<file path="src/rtl/stall_flush_ctrl.sv">
// Pipeline stall/flush controller: hazard bubbles, load-to-branch double stall, HALT drain.
// Optional stall performance counter enabled by defining STALL_PERF_CNT_EN.
module stall_flush_ctrl #(
  parameter int NB_CNT       = 2,
  parameter int DRAIN_CYCLES = 3
`ifdef STALL_PERF_CNT_EN
  , parameter int NB_PERF    = 32
`endif
) (
  input  logic i_clock,
  input  logic i_reset,
  input  logic i_valid,
  input  logic i_hazard,
  input  logic i_hazard_branch,
  input  logic i_branch_taken,
  input  logic i_halt,
  output logic o_pc_we,
  output logic o_ifid_we,
  output logic o_ifid_flush,
  output logic o_idex_bubble,
`ifdef STALL_PERF_CNT_EN
  output logic [NB_PERF-1:0] o_stall_count,
`endif
  output logic o_halted
);

  typedef enum logic [1:0] {RUN, STALL, DRAIN, HALTED} state_t;

  localparam logic [NB_CNT-1:0] DRAIN_INIT = NB_CNT'(DRAIN_CYCLES - 1);

  state_t            state_q, state_d;
  logic [NB_CNT-1:0] cnt_q, cnt_d;

  function automatic logic [NB_CNT-1:0] dec_floor(input logic [NB_CNT-1:0] v);
    return (v != '0) ? v - 1'b1 : '0;
  endfunction

  always_comb begin
    state_d       = state_q;
    cnt_d         = cnt_q;
    o_pc_we       = 1'b0;
    o_ifid_we     = 1'b0;
    o_ifid_flush  = 1'b0;
    o_idex_bubble = 1'b0;
    o_halted      = (state_q == HALTED);
    if (i_reset) begin
      o_ifid_flush  = 1'b1;
      o_idex_bubble = 1'b1;
      o_halted      = 1'b0;
    end else if (i_valid) begin
      unique case (state_q)
        RUN: begin
          if (i_hazard) begin
            // Coincident branch_taken is dropped; ID re-presents it after the stall.
            o_idex_bubble = 1'b1;
            if (i_hazard_branch) begin
              cnt_d   = NB_CNT'(1);
              state_d = STALL;
            end
          end else if (i_halt) begin
            o_ifid_we    = 1'b1;
            o_ifid_flush = 1'b1;
            cnt_d        = DRAIN_INIT;
            state_d      = DRAIN;
          end else begin
            o_pc_we      = 1'b1;
            o_ifid_we    = 1'b1;
            o_ifid_flush = i_branch_taken;
          end
        end
        STALL: begin
          o_idex_bubble = 1'b1;
          cnt_d         = dec_floor(cnt_q);
          if (cnt_q <= NB_CNT'(1)) state_d = RUN;
        end
        DRAIN: begin
          o_ifid_we     = 1'b1;
          o_ifid_flush  = 1'b1;
          o_idex_bubble = 1'b1;
          cnt_d         = dec_floor(cnt_q);
          if (cnt_q == '0) state_d = HALTED;
        end
        HALTED: begin
          o_idex_bubble = 1'b1;
        end
        default: state_d = RUN;
      endcase
    end
  end

  always_ff @(posedge i_clock) begin
    if (i_reset) begin
      state_q <= RUN;
      cnt_q   <= '0;
    end else begin
      state_q <= state_d;
      cnt_q   <= cnt_d;
    end
  end

`ifdef STALL_PERF_CNT_EN
  logic [NB_PERF-1:0] stall_cnt_q;

  function automatic logic [NB_PERF-1:0] sat_inc(input logic [NB_PERF-1:0] v);
    return (&v) ? v : v + 1'b1;
  endfunction

  // Only hazard-driven bubbles count; drain and halted bubbles are excluded.
  always_ff @(posedge i_clock) begin
    if (i_reset)
      stall_cnt_q <= '0;
    else if (i_valid && (state_q == RUN || state_q == STALL) && o_idex_bubble)
      stall_cnt_q <= sat_inc(stall_cnt_q);
  end

  assign o_stall_count = stall_cnt_q;
`endif

endmodule

</file>
<file path="config.mk">
export PLATFORM = sky130hd
export DESIGN_NAME = stall_flush_ctrl
export DESIGN_NICKNAME = d
export VERILOG_FILES = /design/src/rtl/stall_flush_ctrl.sv
export SDC_FILE = /design/constraint.sdc
export NUM_CORES = 1
export LEC_CHECK = 0
export CAP_MARGIN = 0
export CORE_AREA = 2 2 39 41
export CTS_CLUSTER_DIAMETER = 80
export DETAILED_ROUTE_END_ITERATION = 16
export DIE_AREA = 0 0 41 43
export PLACE_DENSITY = 0.63
export RECOVER_POWER = 50
export SYNTH_ARGS = -nofsm -noshare
export SYNTH_HDL_FRONTEND = slang
export SYNTH_SLANG_ARGS = --single-unit
</file>
<file path="constraint.sdc">
create_clock -name i_clock -period 1.6 [get_ports i_clock]
set_input_delay 0.16 -clock i_clock [delete_from_list [all_inputs] [get_ports i_clock]]
set_output_delay 0.16 -clock i_clock [all_outputs]
set_load 0.005 [all_outputs]
</file>
==> out/metrics.yaml <==
remaining_drc_errors: 0
ios: 12
clkTransAtPathRegs_ns: 0.04
grt_start_max_net_pins: 8
intPower_mw: 0.3093
whs_ns: 0.5540
finalMaxSlewViolations: 0
syn_inst: 42
area_delta_synth_final_pct: 64.87
fp.coreArea_um2: 1384
drive_gt1_share_pct: 42.42
clock.fmax_mhz: 626.6
die_area_um2: 1763
vias: 409
first_pass_iters: 4
finalSetupViolations: 0
powerDensity_nw_per_um2: 751.4
dp_slack_ns: -0.1677
finClkSkew_ns: 0.0007763
synthesis.nets: 54
ant_nets: 0
wl_per_cell_um: 11.67
cts_sinks: 4
netlist_area_um2: 370.4
grt_pass1_vias: 421
final_nets: 80
p_sw_mw: 0.1495
cts_max_level: 1
synth-warning-count: 0
leakage_nw: 0.2699
critPathRequiredTime_ns: 1.44
cp_num_buf_inv: 2
rr_worst_depth: 6
grt_pass1_wl_mm: 1.483
hold_viol: 0
vias_per_cell: 4.988
gp_congestion: 0.7692
arrival_ns: 1.44
crit_path_cell_trace: "inv_2 > ha_2 > nand2_2 > o21ai_1 > a21o_2 > dlygate4sd2_1"
comb_power_share_pct: 46.9
clk_latency_ns: 0.23
synth_top_area_share_pct: 21.62
yosysTopAreaCell: "dfxtp_1"
cpPeakStageDelay_ns: 0.33
dpl.hpwl_um: 711
clockBufferDepth: 2
die_x_um: 41
hp-start: "cnt_q[0]$_SDFFE_PP0P_"
die_y_um: 43
clockRootBuffer: "clkbuf_4"
initial_core_util_pct: 26.76
crit_slowest_cell: "dfxtp_2"
rr_endpoint: "state_q[0]$_SDFFE_PP0P_"
status: "finished, final reports clean"
synth_area_per_cell_um2: 8.818
portBuffers: 11
fin_crit_ns: 1.596
setup_slack_ns: 0.004160
whs_path_depth: 2
fin_crit_sh_pct: 99.74
worstMarginPinSlew_ns: 0.2315
min_to: "cnt_q[0]$_SDFFE_PP0P_"
core.rowCount: 14
layout_common_cells: "10 x buf_4, 6 x clkdlybuf4s50_1, 4 x a21oi_1, 4 x dlygate4sd2_1"
ys_seq_area_share_pct: 21.62
hold_class: "reg2reg"
critical_path.top_delay_family: "flip-flops"
crit_fanout: 3
drv_cap: 0
antenna_found_initial: 0
ys_ff_latch: 4
n_antenna_cell: 0
drt_wl_total_um: 957
start_kind: "flip-flop"
reg2reg_from: "state_q[0]$_SDFFE_PP0P_"
crit_type: "reg2out"
cts_tree: "done"
p_seq_share_pct: 26.6
grt.total_usage_pct: 12.15
grt.overflow.total: 0
endpoint_kind: "output port"
rrSetupSlack_ns: 0.07
ir_drop_uv: 331.6
synth_cell_type_count: 22
final_common_cell: "buf_4"
clockPowerShare_pct: 26.5
cts-buffers-inserted: 3
relSlewSlack_pct: 84.46
rsz0062_at_grt: "true"
p_sw_share_pct: 32.58
synthTopCellsByArea: "dfxtp_1 22%, ha_1 17%, a21oi_1 5.4%"
drtIter0Drc: 5
## cell type report
| cell class | count | area (um2) |
|---|---|---|
| clock buffer | 3 | 22.52 |
| fill | 143 | 773.2 |
| inverter | 4 | 15.01 |
| multi-input combinational | 34 | 295.3 |
| sequential | 4 | 82.58 |
| tap | 16 | 20.02 |
| timing repair buffer | 21 | 175.2 |
## power by group through the flow
stage               logic (mW)  clock network, mW  registers [mW]
global placement         0.200                  0           0.119
global route             0.237              0.129           0.123
floorplan                0.111                  0           0.121
detailed placement       0.202                  0           0.120
CTS                      0.205              0.125           0.119
finish                   0.215              0.121           0.122
## synthesized netlist by cell type, drive strengths merged
master  n
nand2   2
a21oi   4
nor2    2
ha      5
or2b    1
nand3b  1
and2b   1
a21o    3
a211oi  1
dfxtp   4
o221a   1
a31oi   1
nor2b   1
a32oi   1
o21ai   4
nor3    1
inv     4
a311oi  2
nand2b  1
mux2i   2
## per-layer routing
layer | global-route usage, % | part of all wire [%] | vias to the layer above
li1 | - | - | 206
met1 | 12.54 | 45 | 191
met2 | 21.25 | 50 | 10
met3 | 1.571 | 3.7 | 2
met4 | 7.333 | 1.1 | 0
met5 | 0 | 0 | -
## metrics by stage
step | TNS, ns | cells | power, mW | area (um2) | util (%)
2_1_floorplan | 0 | 42 | 0.2319 | 370.4 | -
3_3_place_gp | -0.3420 | 78 | 0.3190 | 568.0 | 41.05
3_5_place_dp | -0.3739 | 78 | 0.3220 | 568.0 | 41.05
4_1_cts | 0 | 81 | 0.4496 | 591.8 | 42.77
5_1_grt | -0.03406 | 82 | 0.4895 | 610.6 | 44.12
6_report | 0 | 82 | 0.4588 | 610.6 | 44.12
## tightest hold or removal path: stages (launching register included)
cell     delay (ns)
dfxtp_1        0.32
mux2i_1        0.13
nor2_1         0.05
## worst max-delay path by stage
stage                            start                       to  slack [ns]  depth (start not counted)
2_1_floorplan  state_q[0]$_SDFFE_PP0P_  state_q[0]$_SDFFE_PP0P_        0.25                          6
3_3_place_gp                   i_valid                  o_pc_we       -0.16                          4
3_5_place_dp                   i_valid                  o_pc_we       -0.17                          4
4_1_cts        state_q[0]$_SDFFE_PP0P_             o_ifid_flush       0.006                          6
5_1_grt        state_q[0]$_SDFFE_PP0P_             o_ifid_flush       -0.03                          6
6_report       state_q[0]$_SDFFE_PP0P_             o_ifid_flush       0.004                          6
## what timing repair did
item                                    4_1_cts  5_1_grt
buffers inserted                              0        1
cloned                                        0        0
hold buffers                                  0        0
pin swaps                                     0        1
gates resized for setup                      12        6
endpoints found under the setup margin        5        3
## sequential cells by signal (all words and copies together) (netlist names)
name and flops:
cnt_q 2, state_q 2
## kinds of logic (layout without fill, tap and decap cells)
group	Yosys count	count (layout)	synth area share [%]
flops	4	4	21.62
fa+ha+maj	5	5	16.89
mux	2	2	5.406
buf+inv	4	28	4.053
simple gates	10	10	15.21
compound gates	17	17	36.83
(Power assumes the default switching activity.)
